==> src/rtl/mem_arbiter.sv <==
// Two-master arbiter for the 256-byte program/data memory: the CPU owns it by
// default, and a loader/debug master borrows it through valid/ready in bounded bursts.
module mem_arbiter #(
    parameter int MAX_BURST = 4
) (
    input  logic       i_clk,
    input  logic       i_rst,
    input  logic       i_cpu_R,
    input  logic       i_cpu_W,
    input  logic [7:0] i_cpu_addr,
    input  logic [7:0] i_cpu_wdata,
    output logic [7:0] o_cpu_rdata,
    output logic       o_cpu_stall,
    input  logic       i_ld_req,
    input  logic       i_ld_we,
    input  logic [7:0] i_ld_addr,
    input  logic [7:0] i_ld_wdata,
    output logic       o_ld_gnt,
    output logic [7:0] o_ld_rdata,
    output logic       o_mem_R,
    output logic       o_mem_W,
    output logic [7:0] o_mem_addr,
    output logic [7:0] o_mem_wdata,
    input  logic [7:0] i_mem_rdata,
    output logic       o_err,
    output logic       o_owner
);

    localparam int CW = (MAX_BURST > 1) ? $clog2(MAX_BURST) : 1;
    localparam logic [CW-1:0] LAST = CW'(MAX_BURST - 1);

    typedef enum logic {
        CPU_OWN = 1'b0,
        LD_OWN  = 1'b1
    } state_t;

    state_t        r_state;
    state_t        w_next;
    logic [CW-1:0] r_burst_cnt;
    logic [7:0]    r_ld_rdata;
    logic          r_err;
    logic          w_xfer;
    logic          w_cpu_pend;
    logic          w_collide;

    assign w_xfer     = (r_state == LD_OWN) & i_ld_req;
    assign w_cpu_pend = ~i_cpu_R | ~i_cpu_W;
    assign w_collide  = ~i_cpu_R & ~i_cpu_W;

    assign o_owner    = r_state;
    assign o_ld_rdata = r_ld_rdata;
    assign o_err      = r_err;

    // Owner state register.
    always_ff @(posedge i_clk or negedge i_rst) begin
        if (!i_rst) begin
            r_state <= CPU_OWN;
        end else begin
            r_state <= w_next;
        end
    end

    // Next owner and the owner-selected memory/port mux.
    always_comb begin
        w_next      = r_state;
        o_mem_R     = 1'b1;
        o_mem_W     = 1'b1;
        o_mem_addr  = i_cpu_addr;
        o_mem_wdata = i_cpu_wdata;
        o_cpu_rdata = 8'h00;
        o_cpu_stall = 1'b0;
        o_ld_gnt    = 1'b0;
        case (r_state)
            CPU_OWN: begin
                // A read+write collision blocks both strobes.
                o_mem_R     = i_cpu_R | w_collide;
                o_mem_W     = i_cpu_W | w_collide;
                o_mem_addr  = i_cpu_addr;
                o_mem_wdata = i_cpu_wdata;
                o_cpu_rdata = i_mem_rdata;
                if (i_ld_req) begin
                    w_next = LD_OWN;
                end else begin
                    w_next = CPU_OWN;
                end
            end
            LD_OWN: begin
                o_mem_R     = ~(i_ld_req & ~i_ld_we);
                o_mem_W     = ~(i_ld_req & i_ld_we);
                o_mem_addr  = i_ld_addr;
                o_mem_wdata = i_ld_wdata;
                o_cpu_rdata = 8'h00;
                o_cpu_stall = 1'b1;
                o_ld_gnt    = 1'b1;
                if (!i_ld_req) begin
                    w_next = CPU_OWN;
                end else if ((r_burst_cnt == LAST) && w_cpu_pend) begin
                    w_next = CPU_OWN;
                end else begin
                    w_next = LD_OWN;
                end
            end
            default: begin
                w_next = CPU_OWN;
            end
        endcase
    end

    // Burst counter: cleared on loader entry, saturates so a late CPU request wins next transfer.
    always_ff @(posedge i_clk or negedge i_rst) begin
        if (!i_rst) begin
            r_burst_cnt <= {CW{1'b0}};
        end else if ((r_state == CPU_OWN) && (w_next == LD_OWN)) begin
            r_burst_cnt <= {CW{1'b0}};
        end else if (w_xfer && (r_burst_cnt != LAST)) begin
            r_burst_cnt <= r_burst_cnt + CW'(1);
        end else begin
            r_burst_cnt <= r_burst_cnt;
        end
    end

    // Loader read data capture at each loader read transfer.
    always_ff @(posedge i_clk or negedge i_rst) begin
        if (!i_rst) begin
            r_ld_rdata <= 8'h00;
        end else if (w_xfer && !i_ld_we) begin
            r_ld_rdata <= i_mem_rdata;
        end else begin
            r_ld_rdata <= r_ld_rdata;
        end
    end

    // Sticky collision flag, independent of owner.
    always_ff @(posedge i_clk or negedge i_rst) begin
        if (!i_rst) begin
            r_err <= 1'b0;
        end else if (w_collide) begin
            r_err <= 1'b1;
        end else begin
            r_err <= r_err;
        end
    end

endmodule

==> config.mk <==
export PLATFORM = sky130hd
export DESIGN_NAME = mem_arbiter
export DESIGN_NICKNAME = d
export VERILOG_FILES = /design/src/rtl/mem_arbiter.sv
export SDC_FILE = /design/constraint.sdc
export NUM_CORES = 1
export LEC_CHECK = 0
export ABC_AREA = 1
export CAP_MARGIN = 30
export CELL_PAD_IN_SITES_DETAIL_PLACEMENT = 2
export CELL_PAD_IN_SITES_GLOBAL_PLACEMENT = 2
export CORE_MARGIN = 2
export CORE_UTILIZATION = 13
export CTS_BUF_LIST = sky130_fd_sc_hd__clkbuf_4 sky130_fd_sc_hd__clkbuf_8 sky130_fd_sc_hd__clkbuf_16
export DETAILED_ROUTE_END_ITERATION = 8
export PLACE_DENSITY = 0.82
export SLEW_MARGIN = 20
export SYNTH_ARGS = -nofsm -noshare
export SYNTH_HDL_FRONTEND = slang
export SYNTH_SLANG_ARGS = --single-unit
==> constraint.sdc <==
create_clock -name i_clk -period 2.2 [get_ports i_clk]
set_clock_uncertainty 0.05 [all_clocks]
set_input_delay 0.44 -clock i_clk [delete_from_list [all_inputs] [get_ports i_clk]]
set_output_delay 0.44 -clock i_clk [all_outputs]
set_load 0.01 [all_outputs]
==> results.toml <==
[run_status]
status = "complete, no violations"

[floorplan]
core_um2 = 6310
start_util = 0.134
rows = 29
top_level_ports = 84
fp.dieH_um = 84.5
die_area_um2 = 7150
die_x_um = 84.5

[sta]
fmax_ghz = 0.474
setup_viol = 0
final.period_utilization = 0.958
slew_headroom = 0.604
layout_setup_ws_ns = 0.0923
post-route-min-period_ns = 2.11
rsz0062_at_grt = "false"
worst_pin_slew_ns = 0.592
maxSlewViolCount = 0
hold_violations = 0

[placement]
pre_cts_ws_ns = 0.00242
place_hpwl_um = 3290
port_buffers = 83
gp_congestion = 0.756
dp_cells = 294

[yosys]
synth_area_um2 = 843
ys_warn_count = 0
seq_area_frac_synth = 0.356
ys_seq_elements = 12
synth_nets = 183
synth_cell_types = 13
synth_area_per_cell_um2 = 6.20
syn_inst = 136

[clock_tree]
clk_pin_slew_worst_paths_ns = 0.05
cts_htree_levels = 1
cts-root-buf = "clkbuf_8"
cts.sinks = 12
clockBufferDepth = 2
cts_inserted_buffers = 3
cts_tree = "built"
clkLatencyLatePin_ns = 0.24
postCtsSetupRepairBufs = 0

[worst_setup_path]
critPathRequiredTime_ns = 1.71
worstPathArrival_ns = 1.62
start_kind = "input pin"
cp_max_fo = 2
worstSetupPathType = "input pin to primary output"
endpoint_kind = "primary output"

[grt]
grt_max_degree = 21
grt_overflow = 0
antenna_found_initial = 0
grt_usage = 0.114
grt_pass1_vias = 1354
grt_first_pass_wirelength_um = 6640

[routing]
viasPerCell = 4.02
ant_nets = 0
vias = 1198
first_iter_violations = 24
drc = 0
avgRoutedWirePerCell_um = 13.3
first_pass_iters = 4
routed_wl_um = 3960

[min_path]
hp-class = "flip-flop to flip-flop"

[finish]
fillers = 769
nets = 269
fin_cells = 298
syn2layout_area_growth_pct = 116
antenna_cells = 0
drive_gt1_frac = 0.0588

[pwr]
p_per_area_nw_per_um2 = 532
leakage_nw = 0.889
peakVddDrop_v = 0.000284

[flow_run]
cap_viol_max_count = 0
-- area by class of cell --
type | count | area [µm²] | share of cell area
clock buffers | 4 | 55.1 | 0.0302
inverters | 12 | 47.5 | 0.0261
multi-input cells | 103 | 428 | 0.235
flip-flops and latches | 12 | 300 | 0.165
well taps | 77 | 96.3 | 0.0528
repair buffers | 90 | 896 | 0.491
-- kinds of logic (layout without fill, tap and decap cells) --
kind of cell / after synthesis / in the layout / share of synthesized area
AOI/OAI and AO/OA: 3 / 3 / 0.0208
adders and majority gates: 1 / 1 / 0.0148
buffers and inverters: 21 / 106 / 0.136
DFF: 12 / 12 / 0.356
and+or+nand+nor: 99 / 99 / 0.472
-- cells in the mapped netlist --
cell type  count  area (µm²)
nand2_1       78         293
dfrtp_1       12         300
nor2_1        12        45.0
inv_1         11        41.3
nand4_1        8        50.1
buf_4          5        37.5
buf_2          2        10.0
buf_6          2        22.5
o21ai_0        2        10.0
ha_1           1        12.5
inv_2          1        3.75
nand3_2        1        10.0
o21bai_1       1        7.51
-- registers in the layout, summed over array words and instances (netlist names) --
signal       flops
o_ld_rdata       8
r_burst_cnt      2
o_err            1
o_owner          1
-- metrics by stage --
step           hold WS [ns]  utilization  cell area (µm²)   TNS, ns  power (W)
2_1_floorplan        0.0944            -              843         0   0.000451
3_3_place_gp          0.408        0.278             1750  -0.00655   0.000717
3_5_place_dp          0.416        0.278             1750         0   0.000735
4_1_cts               0.430        0.287             1810         0   0.000990
5_1_grt               0.454        0.289             1820         0    0.00104
6_report              0.427        0.289             1820         0   0.000969
-- cells in the final DEF (no fill, tap or decap) --
| cell type | synthesis | layout |
|---|---|---|
| buf_4 | 5 | 5 |
| buf_6 | 2 | 2 |
| clkbuf_8 | 0 | 4 |
| clkdlybuf4s50_1 | 0 | 81 |
| dfrtp_1 | 12 | 12 |
| dlymetal6s2s_1 | 0 | 2 |
| ha_1 | 1 | 1 |
| inv_1 | 11 | 11 |
| inv_4 | 0 | 1 |
| nand2_1 | 78 | 78 |
| nand3_2 | 1 | 1 |
| nand4_1 | 8 | 8 |
| nor2_1 | 12 | 12 |
| o21ai_0 | 2 | 2 |
| o21bai_1 | 1 | 1 |
-- metal layers --
metal	wire length (µm)	global-route usage	vias to the layer above
li1	-	-	580
met1	1580	0.133	575
met2	2150	0.215	39
met3	196	0.0236	4
met4	29	0.0173	0
met5	0	0	-
-- worst max-delay path, stage by stage --
cell and delay, ns:
clkdlybuf4s50_1 0.48, inv_1 0.04, nor2_1 0.09, clkdlybuf4s50_1 0.56
-- repair_timing --
action,in CTS,in global routing
pin swaps,0,0
resized for setup,2,3
hold buffers,0,0
setup endpoints to repair,2,16
-- worst paths after layout --
path                                start              to  slack (ns)  cells past startpoint
max                        i_mem_rdata[6]  o_cpu_rdata[6]        0.09                      4
min in group asynchronous           i_rst   o_ld_rdata[1]        0.52                      1
min reg2reg                 o_ld_rdata[2]   o_ld_rdata[2]        0.43                      2
max in group asynchronous           i_rst   o_ld_rdata[4]        1.19                      1
max reg2reg                       o_owner  r_burst_cnt[0]        0.94                      6
min                         o_ld_rdata[2]   o_ld_rdata[2]        0.43                      2
-- report_power, final --
part           total (W)  leakage (nW)  internal, W  switching [W]
combinational   0.000439         0.714     0.000252       0.000187
sequential      0.000285         0.146     0.000259      0.0000253
clock           0.000245        0.0288     0.000158      0.0000870
Note: power is estimated with default switching activity, not from simulation.
==> patch (config.mk and constraints unchanged) <==
`MAX_BURST`: 4 -> 8.
--- a/src/rtl/mem_arbiter.sv
+++ b/src/rtl/mem_arbiter.sv
@@ -1,7 +1,7 @@
 // Two-master arbiter for the 256-byte program/data memory: the CPU owns it by
 // default, and a loader/debug master borrows it through valid/ready in bounded bursts.
 module mem_arbiter #(
-    parameter int MAX_BURST = 4
+    parameter int MAX_BURST = 8
 ) (
     input  logic       i_clk,
     input  logic       i_rst,
Function: changed (Yosys sat finds a counterexample within 10 cycles, from zero or initial values and one cycle with i_rst low).
==> patch against the unedited design <==
Combinational power down 16%; synthesized area is 5.2% higher; sequential cell count rose by 1; routed wire length shrank 2.4%; clock power decreased by 8.2%; worst setup slack better by 11 ps; power fell by 8.4%; cell area is 1.9% higher; largest power group unchanged.
==> patch: results (changes against the unedited design) <==
drt pass-1 iters -> 4 (unchanged)
leak pwr -> 0.902 nW (+1.5%)
Worst-path clk slew -> 60 ps
outcome -> finished clean
GP Congestion -> 0.754 (-0.24%)
HPWL Detailed -> 3230 µm (-1.9%)
# diodes -> 0 (unchanged)
Clock Tree Buf Depth -> 2 (unchanged)
Hold Path Class -> reg -> reg
# H-tree levels -> 1 (unchanged)
vias in the first global route -> 1255 (-7.3%)
worst hold path cell count -> 2 (unchanged)
Mapped Nets -> 189 (+3.3%)
pin count of the biggest net entering global routing -> 21 (unchanged)
slowest CP cell -> clkdlybuf4s50_1
post-CTS setup repair buffer count -> 0 (unchanged)
vias -> 1217 (+1.6%)
later-pin clock latency in the skew report -> 240 ps (about the same)
first-pass GRT wire length -> 5950 µm (-10%)
crit path max fanout -> 2 (unchanged)
worst r2r path cells -> 6 (unchanged)
Main synth FF type -> dfrtp_1
Worst path max stage delay -> 540 ps (-20 ps)
top cells by count, synth -> 81 x nand2_1, 13 x dfrtp_1, 11 x inv_1, 11 x nor2_1, 8 x nand4_1
Syn Inst Count -> 141 (+3.7%)
layout cells sized above 1 -> 6.22% (+0.34 points)
total track usage -> 9.73% (-1.6 points)
fillcell total -> 814 (+5.9%)
Seq/Total Area, Yosys -> 36.7% (+1.1 points)
Inst Count DP -> 301 (+2.4%)
Inserted Clock Buffers -> 3 (unchanged)
I/O Buffers -> 83 (unchanged)
final WL -> 3860 µm (-2.4%)
clock root buffer -> clkbuf_8
Max VDD drop -> 0.215 mV (-24%)
dpl ws -> -7.70 ps (-10.1 ps)
Crit path max-delay family -> buffers and inverters
1st-iter DRT viols -> 8 (-67%)
via density per instance -> 3.99 (-0.75%)
post-synth cell types -> 13 (unchanged)
Largest register FFs -> 8 (unchanged)
Post-synth ARST share -> 100% (unchanged)
Worst Tran Pin Value -> 619 ps (+27.0 ps)
synth top area cells -> dfrtp_1 37%, nand2_1 34%, nand4_1 5.6%
Final nets -> 274 (+1.9%)
initial antenna violation count -> 0 (unchanged)
Ys Warns -> 0 (unchanged)
Worst EP arrival -> 1610 ps
==> patch: cells by family after synthesis <==
family	Yosys count	share of synthesized area, %
AOI/OAI and AO/OA	3	1.97
DFF	13	36.7
and+or+nand+nor	102	46.4
adders and majority gates	2	2.82
buffers and inverters	21	12.1
==> patch: layout make-up <==
type	count	area, µm²	area share, %
Multi-Input combinational cell	107	454	24.4
Tap cell	80	100	5.39
Sequential cell	13	327	17.6
Inverter	12	47.5	2.56
Timing Repair Buffer	89	881	47.4
Clock buffer	4	48.8	2.63
==> patch: layer usage <==
layer,global-route usage [%],part of all wire [%],vias up
li1,-,-,596
met1,11.8,43,560
met2,17.6,48,61
met3,2.67,8.8,0
met4,1.28,0,0
met5,0,0,-
==> patch: worst paths after layout <==
path                                             from                         end  slack (ps)
max                                    i_mem_rdata[1]              o_cpu_rdata[1]         100
min reg2reg                 o_ld_rdata[3]$_DFFE_PN0P_   o_ld_rdata[3]$_DFFE_PN0P_         420
max in group asynchronous                       i_rst           o_owner$_DFF_PN0_        1130
max reg2reg                r_burst_cnt[0]$_DFFE_PN0P_  r_burst_cnt[1]$_DFFE_PN0P_         930
min                         o_ld_rdata[3]$_DFFE_PN0P_   o_ld_rdata[3]$_DFFE_PN0P_         420
min in group asynchronous                       i_rst   o_ld_rdata[3]$_DFFE_PN0P_         540
==> patch: power by group <==
group	total [mW]	leakage (nW)	switching, mW	internal [mW]
clock	0.225	0.0262	0.0852	0.140
combinational	0.369	0.718	0.153	0.216
sequential	0.293	0.159	0.0205	0.273
total	0.888	0.902	0.259	0.629
==> patch: what timing repair did <==
item,in CTS,in global routing
gates resized for setup,2,3
endpoints found under the setup margin,4,16
endpoints found under the hold margin,0,0
pin swaps,0,0
gates cloned,0,0
==> patch: worst reg2reg max path: stages, from the launching register on <==
cell	delay, ps
dfrtp_1	400
ha_1	210
ha_1	200
nand2_1	70
nand2_1	90
nand2_1	80
nand2_1	50
==> patch: through the flow <==
stage               total power, mW  cell area, µm²  util (%)
floorplan                     0.427             887         -
global placement              0.663            1800      27.0
detailed placement            0.675            1800      27.0
CTS                           0.903            1850      27.7
global route                  0.947            1860      27.8
finish                        0.888            1860      27.8
